`src/rtl/bus_arbiter.sv`:
```
// bus_arbiter: two-master round-robin arbiter feeding the mmu; each grant covers one transfer.
// Define ARB_TIMEOUT_EN to add a slave-stall watchdog that forces completion after TIMEOUT waits.
module bus_arbiter #(
  parameter int unsigned AW      = 32,
  parameter int unsigned DW      = 32,
  parameter int unsigned TIMEOUT = 1024
) (
  input  logic            clock,
  input  logic            reset,

  input  logic [AW-1:0]   m0_address,
  input  logic            m0_read,
  input  logic            m0_write,
  input  logic [DW-1:0]   m0_writedata,
  input  logic [DW/8-1:0] m0_byteenable,
  output logic [DW-1:0]   m0_readdata,
  output logic            m0_waitrequest,

  input  logic [AW-1:0]   m1_address,
  input  logic            m1_read,
  input  logic            m1_write,
  input  logic [DW-1:0]   m1_writedata,
  input  logic [DW/8-1:0] m1_byteenable,
  output logic [DW-1:0]   m1_readdata,
  output logic            m1_waitrequest,

  output logic [AW-1:0]   s_address,
  output logic            s_read,
  output logic            s_write,
  output logic [DW-1:0]   s_writedata,
  output logic [DW/8-1:0] s_byteenable,
  input  logic [DW-1:0]   s_readdata,
  input  logic            s_waitrequest,

  output logic [1:0]      grant,
  output logic            timeout
);

  typedef enum logic [1:0] {StIdle, StGnt0, StGnt1} state_e;

  state_e state_q, state_d;
  logic   last_q, last_d;  // 0: m0 was served last, 1: m1

  logic            req0, req1;
  logic            busy, sel;
  logic            sel_req, sel_read, sel_write;
  logic [AW-1:0]   sel_address;
  logic [DW-1:0]   sel_writedata;
  logic [DW/8-1:0] sel_byteenable;
  logic            sel_wait;
  logic [DW-1:0]   sel_rdata;
  logic            force_done;

  assign req0 = m0_read | m0_write;
  assign req1 = m1_read | m1_write;
  assign busy = (state_q != StIdle);
  assign sel  = (state_q == StGnt1);

  assign sel_req        = sel ? req1           : req0;
  assign sel_read       = sel ? m1_read        : m0_read;
  assign sel_write      = sel ? m1_write       : m0_write;
  assign sel_address    = sel ? m1_address     : m0_address;
  assign sel_writedata  = sel ? m1_writedata   : m0_writedata;
  assign sel_byteenable = sel ? m1_byteenable  : m0_byteenable;

`ifdef ARB_TIMEOUT_EN
  localparam int unsigned CW = (TIMEOUT > 1) ? $clog2(TIMEOUT) : 1;

  logic [CW-1:0] cnt_q, cnt_d;

  assign force_done = busy && sel_req && s_waitrequest && (cnt_q == CW'(TIMEOUT - 1));

  // Counter is zero whenever idle, so every grant starts counting from zero.
  always_comb begin
    cnt_d = '0;
    if (busy && sel_req && s_waitrequest && !force_done) begin
      cnt_d = cnt_q + 1'b1;
    end
  end

  always_ff @(posedge clock) begin
    if (reset) begin
      cnt_q <= '0;
    end else begin
      cnt_q <= cnt_d;
    end
  end
`else
  // TIMEOUT only matters when the watchdog is built in.
  logic unused_timeout;
  assign unused_timeout = ^TIMEOUT;
  assign force_done     = 1'b0;
`endif

  assign timeout = force_done;
  assign grant   = {state_q == StGnt1, state_q == StGnt0};

  always_comb begin
    state_d        = state_q;
    last_d         = last_q;
    s_address      = '0;
    s_read         = 1'b0;
    s_write        = 1'b0;
    s_writedata    = '0;
    s_byteenable   = '0;
    sel_wait       = 1'b1;
    sel_rdata      = '0;
    m0_waitrequest = 1'b1;
    m1_waitrequest = 1'b1;
    m0_readdata    = '0;
    m1_readdata    = '0;

    unique case (state_q)
      StIdle: begin
        if (req0 && (!req1 || last_q)) begin
          state_d = StGnt0;
        end else if (req1) begin
          state_d = StGnt1;
        end
      end
      StGnt0, StGnt1: begin
        s_address    = sel_address;
        s_writedata  = sel_writedata;
        s_byteenable = sel_byteenable;
        s_write      = sel_write & ~force_done;
        s_read       = sel_read & ~sel_write & ~force_done;
        sel_wait     = s_waitrequest & ~force_done;
        sel_rdata    = force_done ? '0 : s_readdata;
        // A dropped request abandons the grant without counting as service.
        if (!sel_req) begin
          state_d = StIdle;
        end else if (!sel_wait) begin
          state_d = StIdle;
          last_d  = sel;
        end
      end
      default: state_d = StIdle;
    endcase

    // Hold the master stalled during reset so an abandoned transfer never completes.
    if (sel) begin
      m1_waitrequest = sel_wait | reset;
      m1_readdata    = sel_rdata;
    end else begin
      m0_waitrequest = sel_wait | reset;
      m0_readdata    = sel_rdata;
    end
  end

  always_ff @(posedge clock) begin
    if (reset) begin
      state_q <= StIdle;
      last_q  <= 1'b1;
    end else begin
      state_q <= state_d;
      last_q  <= last_d;
    end
  end

endmodule

```
`config.mk`:
```
export PLATFORM = sky130hd
export DESIGN_NAME = bus_arbiter
export DESIGN_NICKNAME = d
export VERILOG_FILES = /design/src/rtl/bus_arbiter.sv
export SDC_FILE = /design/constraint.sdc
export NUM_CORES = 1
export LEC_CHECK = 0
export CAP_MARGIN = 10
export CORE_AREA = 10 10 113 115
export CTS_BUF_LIST = sky130_fd_sc_hd__clkbuf_8
export DETAILED_ROUTE_END_ITERATION = 10
export DIE_AREA = 0 0 123 125
export HOLD_SLACK_MARGIN = 0.1
export PLACE_DENSITY = 0.71
export REMOVE_ABC_BUFFERS = 1
export SYNTH_ARGS = -nofsm -noshare
export SYNTH_HDL_FRONTEND = slang
export SYNTH_SLANG_ARGS = --single-unit
```
`constraint.sdc`:
```
create_clock -name clock -period 5.2 [get_ports clock]
set_clock_uncertainty 0.2 [all_clocks]
set_input_delay 0.78 -clock clock [delete_from_list [all_inputs] [get_ports clock]]
set_output_delay 0.78 -clock clock [all_outputs]
set_load 0.005 [all_outputs]
```
== Yosys cells after proc, flatten, opt, wreduce, memory -nomap -nowiden ==
Index checks and enable logic that the tools add are counted.
Storage, ports and cells
  logic and storage cells: 41
  input port bits: 175
  ROM bits: 0
  memory bits (writable): 0
  memories: 0
  bits in latches: 0
  register bits: 3
  output and inout port bits: 139
Operators by class
  $lt $le $gt $ge: 0
  add/sub/neg operators: 0
  multiplexer cells: 22
  shift-type cells: 0
  divide/modulo/power cells: 0
  reductions and logical operators: 7
  equality and inequality tests: 4
  bitwise operators: 6
  multiply operators: 0
Operators by type and width (count)
  $mux W32: 7
  $mux W1: 8
  $mux W2: 4
  $mux W4: 2
  $ne A3 B3 Y1 const B: 2
  $pmux W2 S2: 1
  $or A1 B1 Y1: 3
  $reduce_and A3 Y1: 1
  $eq A2 B1 Y1 const B: 1
  $eq A2 B2 Y1 const B: 1
  $logic_not A2 Y1: 1
  $not A1 Y1: 2
  $reduce_and A2 Y1: 1
  $reduce_or A2 Y1: 1
  $and A1 B1 Y1: 1
  $logic_and A1 B1 Y1: 1
  $logic_not A1 Y1: 1
  $logic_or A1 B1 Y1: 1

== Longest topological paths before layout ==
  word-level depth: 6
  mapped depth: 6

== Worst setup path before layout ==
No wires, ideal clock.
  path type: reg2out
  from: register state_q[0]
  to: output port m0_readdata[10]
  path buffers: 1
  arrival: 1.304 ns
  cell stages (with the launch flop): 7
  data required time: 4.220 ns
  setup slack: 2.916 ns
  path through: dfxtp_1 inv_1 ha_1 inv_2 nor2_1 buf_2 and2_1
Between the ends
  word-level cells in the longest chain between the ends: 4
RTL lines
  start, declared: line 41  | state_e state_q, state_d;
  start signal, assigned: line 152  | state_q <= StIdle;
  start signal, assigned: line 155  | state_q <= state_d;
  $eq A2 B1 Y1 / $eq A2 B2 Y1 (equally long branches): line 113, 57
  $reduce_or A2 Y1: line 113  | unique case (state_q)
  $mux W32: line 113
  $mux W32 (*): line 141  | if (sel) begin
  end, declared: line 16  | output logic [DW-1:0] m0_readdata,
Mark *: on every way between the ends. The rest lies on a longest branch, timed or not.

== Worst setup path after layout ==
  from: register state_q[0]
  to: output port m0_readdata[24]
The elaborated chain is that of the path after synthesis.

==> run summary <==
• **number of core rows** 38
• **via-per-instance ratio** 4.197
• **total stage count of the critical path** 7
• **DRC violations left** 0
• **Clock H-tree levels** 1
• **max-cap violation count** 0
• **part of the cycle the worst path needs** 69.66%
• **CP delay by family, top** buffers and inverters
• **Critical Path Max Stage Delay** 540 ps
• **Post-synth ARST share** 0%
• **Worst Hold Depth** 2
• **register bit total from synthesis** 3
• **number of hold violations in the final report** 0
• **endpoint arrival time on the critical path** 2640 ps
• **area after detailed placement** 5046 sq um
• **clock latency on the worst-skew pair** 220 ps
• **portion of synthesized cell area occupied by the leading cell type** 38.36%
• **FMAX** 276.1 MHz
• **Root Driver** sky130_fd_sc_hd__clkbuf_8
• **Tmin final** 3622 ps
• **number of antenna violations at the first check in global routing** 0
• **residual overflow from global routing** 0
• **nature of the critical path endpoint** output port
• **placed wire-length estimate after detailed placement** 11740 microns
• **r2r endpoint** last_q
• **pins over their slew limit** 0
• **share of cells above drive strength 1** 2.660%
• **required time at the endpoint of the critical path** 4220 ps
• **gpl congestion** 0.8262
• **vertical extent of the die** 125 microns
• **setup repair after global routing missed its margin** no
• **number of primary I/O pins** 314
• **post-synthesis cell count** 267
• **number of enable-type register cells in the synthesized netlist** 0
• **relative slew slack** 41.74%
• **cell with the most instances after synthesis** sky130_fd_sc_hd__nor2_1
• **leading area contributor after synthesis** sky130_fd_sc_hd__mux2i_1
• **dominant register cell in the synthesized netlist** sky130_fd_sc_hd__dfxtp_1
• **Clock Path Buffers** 2
• **synth warn** 0
• **adder-cell share of the synthesized area** 2.740%
• **1st-iter DRT viols** 93
• **main combinational cell family by area after synthesis** simple AND/OR/NAND/NOR gates
• **type of the tightest min-delay check** reg -> reg
• **Seq/Total Area, Yosys** 3.288%
• **Cells after DPL** 700
• **Core ar.** 10600 sq um
• **critical path launch point type** register
• **synth cell count leaders** sky130_fd_sc_hd__nor2_1 (76), sky130_fd_sc_hd__mux2i_1 (70), sky130_fd_sc_hd__and2_1 (64)
• **post-synthesis cell area** 1827 sq um
• **Post-CTS Setup Bufs** 0
• **number of hold buffers added after cts** 0
• **status** finished, final reports clean
• **type of the worst setup path** reg -> out
• **power per cell area** 229.9 nW/um^2
• **number of global-route vias before repair** 3045
• **average detailed-routed wire length per instance** 18.41 microns
• **post-cts resize count** 0
• **Total Wirelength** 12960 microns
• **TritonCTS clock tree** yes
• **DR pass1 iterations** 4
• **simple-gate share of the synthesized area** 40.82%
• **multiplexer share of the synthesized area** 38.36%
• **Critical path buffers and inverters** 4
• **final-stage net count** 744
• **synth-to-layout area growth** 178.7%
• **final core utilization** 48.02%
• **r2r startpoint** state_q[0]
• **number of port buffers** 312
• **global-route total usage across every layer** 15.18%
• **number of distinct standard cells referenced by the synthesized netlist** 30
• **total CTS buffers** 3
• **synthesized-area fraction occupied by ao, oa, aoi and oai cells** 6.507%
• **count of endpoints failing setup in the final report** 0
• **count of cells along the worst register-to-register path** 5
• **timing endpoint of the critical path** m0_readdata[24]
• **die area** 15380 sq um
• **initial core utilization** 17.23%
• **global-route wire length before repair** 18710 microns
• **Clk pin slew, worst setup/hold paths** 30 ps
• **Die Width** 123 microns
• **top cells by area, synth** sky130_fd_sc_hd__mux2i_1 (38%), sky130_fd_sc_hd__and2_1 (22%), sky130_fd_sc_hd__nor2_1 (16%)
• **R2R Setup Slk** 3190 ps
• **parity-gate share of the synthesized area counting xor and xnor cells** 0%
• **peak ir drop on the vdd network** 122.9 uV
• **Routed Antenna Nets** 0
• **number of non-filler instances in the completed layout** 704
• **post-synthesis average cell area** 6.842 sq um
• **slew at the pin with the worst max-slew slack** 873.8 ps
• **Lkg Pwr** 1.812 nW
• **ANT cells** 0
• **largest fanout of any net on the critical path** 43
• **Critical-path top delay cell** sky130_fd_sc_hd__inv_2
• **critical path, cell by cell** inv_1 -> ha_1 -> inv_2 -> nor2_1 -> buf_4 -> and2_1 -> clkdlybuf4s50_1
• **final sum of negative setup slack** 0 ps
• **maximum number of pins on one net before global-route repair** 53
• **launching instance or port of the critical path** state_q[0]
• **final instance area** 5091 sq um
• **Clock Sink Count** 3
• **count of fill cells added during filler insertion** 1030
• **sum of internal, switching and leakage power** 1.170 mW
• **total via count in the routed design** 2955
==> area by class of cell <==
type                            count  area [sq um]  area share (%)
Tap cell                          140         175.2           3.441
Clock buffer                        3         41.29          0.8110
Multi-Input combinational cell    235          1632           32.05
Clock inverter                      1         3.754         0.07373
Inverter                            5         18.77          0.3686
Timing Repair Buffer              317          3161           62.08
Sequential cell                     3         60.06           1.180
==> sequential cells by signal, indices dropped and copies added, names as in the netlist <==
register,cells
state_q,2
last_q,1
==> worst min-delay path by stage <==
stage,from,to,slack [ps]
floorplan,last_q,last_q,270
global placement,last_q,last_q,290
detailed placement,last_q,last_q,300
CTS,last_q,last_q,320
global route,last_q,last_q,370
finish,last_q,last_q,310
==> stage by stage <==
| stage | setup WS [ps] | hold slack, ps |
|---|---|---|
| 6_report | 1578 | 314.0 |
| 5_1_grt | 1366 | 374.6 |
| 4_1_cts | 1527 | 315.1 |
| 3_5_place_dp | 1759 | 297.2 |
| 3_3_place_gp | 1828 | 292.1 |
| 2_1_floorplan | 911.2 | 269.7 |
==> cell usage in the layout (no fill, tap or decap) <==
| cell type | n |
|---|---|
| sky130_fd_sc_hd__clkdlybuf4s50_1 | 312 |
| sky130_fd_sc_hd__nor2_1 | 76 |
| sky130_fd_sc_hd__mux2i_1 | 70 |
| sky130_fd_sc_hd__and2_1 | 64 |
| sky130_fd_sc_hd__inv_1 | 5 |
| sky130_fd_sc_hd__buf_4 | 5 |
| sky130_fd_sc_hd__nand2_1 | 3 |
| sky130_fd_sc_hd__ha_1 | 3 |
| sky130_fd_sc_hd__clkbuf_8 | 3 |
| sky130_fd_sc_hd__dfxtp_1 | 3 |
| sky130_fd_sc_hd__inv_2 | 1 |
| sky130_fd_sc_hd__nand2b_1 | 1 |
| sky130_fd_sc_hd__or3_1 | 1 |
| sky130_fd_sc_hd__a32oi_1 | 1 |
| sky130_fd_sc_hd__nor3_4 | 1 |
| sky130_fd_sc_hd__o22ai_1 | 1 |
| sky130_fd_sc_hd__nor2_2 | 1 |
| sky130_fd_sc_hd__a211o_1 | 1 |
| sky130_fd_sc_hd__o21ba_2 | 1 |
| sky130_fd_sc_hd__o21ai_0 | 1 |
| sky130_fd_sc_hd__a221oi_2 | 1 |
| sky130_fd_sc_hd__a2111oi_4 | 1 |
| sky130_fd_sc_hd__or2_0 | 1 |
| sky130_fd_sc_hd__a2bb2oi_1 | 1 |
| sky130_fd_sc_hd__nor3b_1 | 1 |
| sky130_fd_sc_hd__a311oi_1 | 1 |
| sky130_fd_sc_hd__a2111o_1 | 1 |
| sky130_fd_sc_hd__o41ai_1 | 1 |
| sky130_fd_sc_hd__ha_4 | 1 |
| sky130_fd_sc_hd__conb_1 | 1 |
==> worst min-delay path: stages (launching register included) <==
cell,delay [ps]
sky130_fd_sc_hd__dfxtp_1,310
sky130_fd_sc_hd__nor2_1,50
sky130_fd_sc_hd__mux2i_1,110
==> power by group <==
part,switching (mW),internal [mW]
registers,0.00450,0.0284
clock network,0.0157,0.0503
logic,0.425,0.647
==> kinds of logic (layout without fill, tap and decap cells) <==
family	count (synthesis)	after routing
AOI/OAI and AO/OA	11	11
and+or+nand+nor	149	149
muxes	70	70
other	1	1
DFF	3	3
adders and majority gates	4	4
buffers and inverters	29	326
==> metal layers <==
layer / up-vias / share of wire (%) / GRT usage (%)
met4: 0 / 1.3 / 3.221
met3: 8 / 13 / 6.661
li1: 1473 / - / -
met5: - / 0 / 0
met1: 1286 / 35 / 14.63
met2: 188 / 50 / 28.74
(Power assumes the default switching activity.)
